[config.mk]
export PLATFORM = sky130hd
export DESIGN_NAME = store_merge_unit
export DESIGN_NICKNAME = d
export VERILOG_FILES = /design/src/rtl/store_merge_pkg.sv /design/src/rtl/byte_lane_merge.sv /design/src/rtl/store_merge_unit.sv
export SDC_FILE = /design/constraint.sdc
export NUM_CORES = 1
export LEC_CHECK = 0
export CORE_MARGIN = 1.5
export CORE_UTILIZATION = 35
export DETAILED_ROUTE_END_ITERATION = 12
export MAX_ROUTING_LAYER = met4
export PLACE_DENSITY = 0.75
export REMOVE_ABC_BUFFERS = 1
export SYNTH_ARGS = -nofsm -noshare
export SYNTH_HDL_FRONTEND = slang
export SYNTH_SLANG_ARGS = --single-unit
[constraint.sdc]
create_clock -name clk -period 6.2 [get_ports clk]
set_clock_uncertainty 0.05 [all_clocks]
set_input_delay 1.86 -clock clk [delete_from_list [all_inputs] [get_ports clk]]
set_output_delay 1.86 -clock clk [all_outputs]
set_load 0.05 [all_outputs]
[src/rtl/store_merge_pkg.sv]
// Shared definitions for the store merge unit: FSM state encodings, store size
// encodings and the alignment rule used to reject a store before any memory access.
package store_merge_pkg;

  typedef enum logic [1:0] {
    ST_IDLE  = 2'd0,
    ST_READ  = 2'd1,
    ST_WRITE = 2'd2,
    ST_DONE  = 2'd3
  } state_e;

  typedef enum logic [1:0] {
    SIZE_WORD    = 2'b00,
    SIZE_HALF    = 2'b01,
    SIZE_BYTE    = 2'b10,
    SIZE_ILLEGAL = 2'b11
  } size_e;

  // True when the store cannot be performed: illegal size, or a word/half that
  // is not naturally aligned.
  function automatic logic is_misaligned(input size_e size, input logic [1:0] offset);
    logic mis;
    case (size)
      SIZE_WORD: mis = (offset != 2'b00);
      SIZE_HALF: mis = offset[0];
      SIZE_BYTE: mis = 1'b0;
      default:   mis = 1'b1;
    endcase
    return mis;
  endfunction

endpackage

[src/rtl/byte_lane_merge.sv]
// Combinational lane merge for sub-word stores.
//   word   : memory word read back (lanes to preserve)
//   data   : register value being stored (low 8/16 bits used for byte/half)
//   size   : store size encoding
//   offset : byte offset of the store within the word
//   merged : word to write back; for a word store this is data unchanged
module byte_lane_merge
  import store_merge_pkg::*;
(
  input  logic [31:0] word,
  input  logic [31:0] data,
  input  size_e       size,
  input  logic [1:0]  offset,
  output logic [31:0] merged
);

  always_comb begin
    merged = word;
    case (size)
      SIZE_BYTE: merged[{offset, 3'b000} +: 8]     = data[7:0];
      SIZE_HALF: merged[{offset[1], 4'b0000} +: 16] = data[15:0];
      default:   merged = data;
    endcase
  end

endmodule

[src/rtl/store_merge_unit.sv]
// Store-side narrowing unit: writes a byte or half of a register into memory by
// read-modify-write; word stores are written directly, misaligned or illegal
// stores complete immediately with an exception flag.
//   clk, reset (sync, active-high)
//   start, store_size, address, store_data : request, sampled only in IDLE
//   mem_rdata                              : read data, valid MEM_LATENCY cycles after address
//   mem_addr, mem_wr, mem_wdata            : memory port
//   busy, done, misaligned                 : status; misaligned valid only with done
module store_merge_unit
  import store_merge_pkg::*;
#(
  parameter int unsigned MEM_LATENCY = 1
) (
  input  logic        clk,
  input  logic        reset,
  input  logic        start,
  input  logic [1:0]  store_size,
  input  logic [31:0] address,
  input  logic [31:0] store_data,
  input  logic [31:0] mem_rdata,
  output logic [31:0] mem_addr,
  output logic        mem_wr,
  output logic [31:0] mem_wdata,
  output logic        busy,
  output logic        done,
  output logic        misaligned
);

  // READ spans wait counts 0..MEM_LATENCY, i.e. MEM_LATENCY+1 cycles.
  localparam logic [2:0] LastWait = 3'(MEM_LATENCY);

  state_e      state_q;
  logic [2:0]  wait_q;
  logic [31:0] addr_q;
  logic [31:0] data_q;
  logic [31:0] merge_q;
  size_e       size_q;

  logic  start_mis;
  size_e start_size;

  assign start_size = size_e'(store_size);
  assign start_mis  = is_misaligned(start_size, address[1:0]);

  always_ff @(posedge clk) begin
    if (reset) begin
      state_q    <= ST_IDLE;
      wait_q     <= '0;
      addr_q     <= '0;
      data_q     <= '0;
      merge_q    <= '0;
      size_q     <= SIZE_WORD;
      busy       <= 1'b0;
      done       <= 1'b0;
      mem_wr     <= 1'b0;
      misaligned <= 1'b0;
    end else begin
      // Pulsed outputs default low; each state raises what the next cycle needs.
      done       <= 1'b0;
      mem_wr     <= 1'b0;
      misaligned <= 1'b0;
      case (state_q)
        ST_IDLE: begin
          if (start) begin
            addr_q <= address;
            data_q <= store_data;
            size_q <= start_size;
            wait_q <= '0;
            busy   <= 1'b1;
            if (start_mis) begin
              state_q    <= ST_DONE;
              done       <= 1'b1;
              misaligned <= 1'b1;
            end else if (start_size == SIZE_WORD) begin
              state_q <= ST_WRITE;
              mem_wr  <= 1'b1;
            end else begin
              state_q <= ST_READ;
            end
          end
        end
        ST_READ: begin
          if (wait_q == LastWait) begin
            merge_q <= mem_rdata;
            state_q <= ST_WRITE;
            mem_wr  <= 1'b1;
          end else begin
            wait_q <= wait_q + 3'd1;
          end
        end
        ST_WRITE: begin
          state_q <= ST_DONE;
          done    <= 1'b1;
        end
        default: begin
          state_q <= ST_IDLE;
          busy    <= 1'b0;
        end
      endcase
    end
  end

  assign mem_addr = {addr_q[31:2], 2'b00};

  // Word stores bypass the merge inside byte_lane_merge, so mem_wdata is data_q.
  byte_lane_merge u_byte_lane_merge (
    .word   (merge_q),
    .data   (data_q),
    .size   (size_q),
    .offset (addr_q[1:0]),
    .merged (mem_wdata)
  );

endmodule

Word-level counts from Yosys, hierarchy flattened
Index checks and enable logic that the tools add are counted.
{"block": "totals", "regBits": 107, "latch_bits": 0, "ramBits": 0, "romBits": 0, "input_bits": 101, "out_inout_bits": 68, "word_cells": 62, "memories": 0}
{"block": "classes", "addsub": 3, "multipliers": 0, "div_mod_pow": 0, "n_lt_le_gt_ge": 0, "n_eq_ne": 10, "shifts": 4, "n_mux": 22, "bitwise": 2, "reduce_logical": 11}
{"op": "bitwise mux 32 bit", "count": 2}
{"op": "case mux 32 bit (2 select lines)", "count": 1}
{"op": "variable shift 16 x 7 -> 32 bit, first input constant", "count": 1}
{"op": "variable shift 8 x 7 -> 32 bit, first input constant", "count": 1}
{"op": "indexed part select 16 x 7 -> 32 bit", "count": 1}
{"op": "indexed part select 8 x 7 -> 32 bit", "count": 1}
{"op": "negator 5 -> 7 bit", "count": 2}
{"op": "2-to-1 mux 2 bit", "count": 4}
{"op": "AND reduction 2 bit", "count": 4}
{"op": "2-to-1 mux 1 bit", "count": 7}
{"op": "equality test 2 x 1 -> 1 bit, second input constant", "count": 3}
{"op": "equality test 2 bit, second input constant", "count": 3}
{"op": "2-to-1 mux 3 bit", "count": 2}
{"op": "inequality test 2 bit, second input constant", "count": 3}
{"op": "case mux 1 bit (2 select lines)", "count": 3}
{"op": "case mux 2 bit (3 select lines)", "count": 1}
{"op": "case mux 3 bit (2 select lines)", "count": 1}
{"op": "logical NOT 2 bit", "count": 2}
{"op": "nonzero test 2 bit", "count": 2}
{"op": "OR reduction 2 bit", "count": 2}
{"op": "adder 3 x 1 -> 3 bit, second input constant", "count": 1}
{"op": "equality test 3 x 1 -> 1 bit, second input constant", "count": 1}
{"op": "case mux 1 bit (3 select lines)", "count": 1}
{"op": "AND reduction 3 bit", "count": 1}
{"op": "inverter 1 bit", "count": 2}

Longest topological paths before layout
Gate-level depths: netlist (run 1).
{"block": "logic_depth", "depth_word": 5, "mapped_depth": 8, "ltp_nobuf": 6}

Modules after synthesis
From an unflattened synthesis (run 1), not the netlist that was laid out.
{"block": "unflattened", "cells_unflattened": 679, "area_unflattened_um2": 5208.7}
{"mod": "store_merge_unit", "instances": 1, "cells_per_inst": 523, "area_per_inst_um2": 4121.5, "seq_area_each_um2": 2142.1}
{"mod": "byte_lane_merge", "instances": 1, "cells_per_inst": 156, "area_per_inst_um2": 1087.3, "seq_area_each_um2": 0.0}

Least setup slack after synthesis (run 1)
OpenSTA, ideal clock, no wires.
{"block": "synth_timing", "kind": "register to output", "from": "reg addr_q[0]", "to": "out mem_wdata[10]", "arrival_time_ns": 2.512, "t_required_ns": 4.290, "setup_slack_ns": 1.778, "stages_incl_launch_ff": 7, "path_buffers": 0, "cell_sequence": "dfxtp_1 inv_1 ha_1 nand3_1 nor3_4 a22oi_1 o31ai_1"}
{"block": "synth_between", "elab_chain_cells": 4, "word_cells_on_any_way": 5, "cone_classes": "add/sub: 1; shift: 2; mux: 2"}
{"element": "start, declared", "line_no": "store_merge_unit.sv:34", "text": "logic [31:0] addr_q;"}
{"element": "start signal, assigned", "line_no": "store_merge_unit.sv:65", "text": "addr_q <= address;"}
{"element": "negator 5 -> 7 bit (*)", "line_no": "byte_lane_merge.sv:20", "text": "SIZE_BYTE: merged[{offset, 3'b000} +: 8] = data[7:0];"}
{"element": "indexed part select 8 x 7 -> 32 bit or variable shift 8 x 7 -> 32 bit (tied branches)", "line_no": "byte_lane_merge.sv:20"}
{"element": "bitwise mux 32 bit (*)", "line_no": "byte_lane_merge.sv:20"}
{"element": "case mux 32 bit (2 select lines) (*)", "line_no": "byte_lane_merge.sv:19", "text": "case (size)"}
{"element": "end, declared", "line_no": "store_merge_unit.sv:23", "text": "output logic [31:0] mem_wdata,"}
Mark *: on every way between the ends. The rest lies on a longest branch, timed or not.

Worst setup path in the final report (run 1)
{"block": "layout_timing", "from": "reg size_q[0]", "to": "out mem_wdata[27]"}
{"block": "layout_between", "elab_chain_cells": 2, "word_cells_on_any_way": 3, "cone_classes": "eq/ne: 2; mux: 1"}
{"element": "start, declared", "line_no": "store_merge_unit.sv:37", "text": "size_e size_q;"}
{"element": "start signal, assigned", "line_no": "store_merge_unit.sv:67", "text": "size_q <= start_size;"}
{"element": "equality test 2 x 1 -> 1 bit or equality test 2 bit (tied branches)", "line_no": "byte_lane_merge.sv:19"}
{"element": "case mux 32 bit (2 select lines) (*)", "line_no": "byte_lane_merge.sv:19"}
Marks and branches as above.

==> qor.yml, run 1 <==
place_congestion: 0.7947
p_per_area_nw_per_um2: 364.5
layout-drive-gt1-share_pct: 3.831
layout.nets: 867
start_kind: "register"
synth-seq-area-share_pct: 42.77
fin_util_pct: 48.72
first_global_vias: 4472
drt_iter0_drc: 260
diodes: 0
outcome: "finished, final reports clean"
die_area_um2: 15040
die-height_um: 122.6
cts_tree: "yes"
layout_commonest_cell: "nand2_1"
netlist_area_um2: 5009
clkTransAtPathRegs_ns: 0.07
post-route-period-util_pct: 85.18
grt_usage_pct: 20.39
hold_buffers: 0
dp_hpwl_um: 9778
cts_setup_buffers: 0
worst_pin_slew_ns: 1.034
power.leakage_uw: 0.002338
route.detailed.drc: 0
cts_buffer_depth: 2
dr.pass1.iters: 4
cts_root_buf: "clkbuf_16"
wirelength_um: 14490
final-hold-violation-count: 0
initial_core_util_pct: 35.94
cts.htree.levels: 3
post_drt_wl_per_cell_um: 15.47
clock-sinks: 107
crit_fanout: 52
ios: 169
rsz0062_at_grt: "false"
cts_resized: 0
ir_worst_vdd_mv: 0.2166
end_kind: "primary output"
core.rowCount: 43
relSlewSlack_pct: 31.06
syn_inst: 647
grt_max_degree: 81
most-common-layout-cells: "199 x nand2_1, 165 x clkdlybuf4s50_1, 110 x a21oi_1"
cts_buffers: 9
tns_ns: 0
critical_path_arrival_ns: 3.37
drt-vias-per-instance: 5.026
synth_seq_cells: 107
syn_area_per_cell_um2: 7.741
fin_crit_ns: 5.281
drv_slew: 0
clk_latency_ns: 0.35
fmax_mhz: 189.4
gr-total-overflow: 0
port_buffers: 166
synth_cell_types: 38
drv_cap: 0
via_count: 4709
setup_violations: 0
die_w_um: 122.6
antenna_found_initial: 0
hold_class: "reg2reg"
antenna_left: 0
grt_pass1_wl_um: 22890
worstSetupPathType: "reg2out"
ys.warnings.count: 0
area_growth_pct: 35.55
worstPathRequired_ns: 4.29
coreArea_um2: 13930
-- synth_stat cells, drive strengths merged --
cell | number | share of area, %
and3b | 1 | 0.17
inv | 12 | 0.90
conb | 1 | 0.075
a211oi | 2 | 0.30
mux2i | 1 | 0.20
o41ai | 1 | 0.17
nor3 | 3 | 0.62
nand4b | 1 | 0.17
o21bai | 1 | 0.15
nand2b | 4 | 0.50
nor4b | 1 | 0.47
xnor2 | 2 | 0.35
ha | 13 | 3.2
nor2 | 10 | 0.75
a22o | 8 | 1.4
nand3 | 2 | 0.20
a21oi | 110 | 11
buf | 55 | 7.2
a31oi | 2 | 0.25
dfxtp | 107 | 43
o21ai | 26 | 2.7
nand3b | 4 | 0.60
and2 | 2 | 0.25
o31ai | 8 | 1.2
a21o | 3 | 0.45
nor4 | 2 | 0.85
nand2 | 200 | 15
nor2b | 2 | 0.25
a22oi | 40 | 6.0
and2b | 1 | 0.15
clkbuf | 22 | 1.6
-- registers in the layout, indices dropped and copies added (netlist names) --
| name | cells |
|---|---|
| merge_q | 32 |
| done | 1 |
| mem_wr | 1 |
| wait_q | 3 |
| size_q | 2 |
| state_q | 2 |
| addr_q | 32 |
| busy | 1 |
| data_q | 32 |
| misaligned | 1 |
-- routing by layer --
layer	global-route usage, %	part of all wire, %	vias to the layer above
li1	-	-	2369
met1	24.63	43	2191
met2	33.52	49	133
met3	5.762	7.1	16
met4	5.233	1.2	0
met5	-	0	-
-- per-stage QoR --
stage	hold WS, ns	std cells	setup WS, ns	area, µm²	total power [µW]
floorplan	0.3800	571	1.778	4567	1535
global placement	0.3905	922	1.419	6495	1905
finish	0.4027	937	0.9189	6789	2475
global route	0.4208	937	0.7425	6789	2614
detailed placement	0.3959	922	1.366	6495	1920
CTS	0.4057	937	0.9514	6789	2502
-- power breakdown --
group	leakage [µW]	internal (µW)	switching [µW]
sequential	0.000873	798	79.9
clock	0.000142	322	256
combinational	0.00132	343	674
-- worst paths after layout --
path	from	to	slack [ns]	cells past startpoint
worst min register to register	addr_q[14]	addr_q[14]	0.40	2
worst min-delay path	addr_q[14]	addr_q[14]	0.40	2
worst max register to register	state_q[1]	data_q[8]	3.89	6
worst max-delay path	size_q[0]	mem_wdata[27]	0.92	6
-- logic make-up (layout without fill, tap and decap cells) --
family	count (synthesis)	in the layout	synth area share [%]
fa+ha+maj	13	13	3.248
mux	1	1	0.1999
xor+xnor	2	2	0.3498
compound gates	201	201	23.58
other cells	1	2	0.07487
simple gates	233	233	19.99
flops	107	107	42.77
buf+inv	89	198	9.793
-- final cells by class --
cell class,instances,area (µm²)
fill,1413,7146
multi-input combinational,452,2386
sequential,107,2142
timing repair buffer,171,1697
clock buffer,11,242.7
tap,180,225.2
clock inverter,4,51.30
inverter,12,45.04
-- worst max-delay path: stages (launching register included) --
cell,delay (ns)
dfxtp_1,0.35
inv_1,0.05
ha_2,0.62
nor4_4,0.82
a22oi_1,0.16
o21ai_1,0.14
clkdlybuf4s50_1,0.85
No activity file was read; power rests on OpenSTA's default activity.
==> run 2, diff against run 1 <==
TNS_END_PERCENT = 100   (was unset)
==> results of run 2 <==
No change in the layout: final DEF, timing and power equal those of run 1.
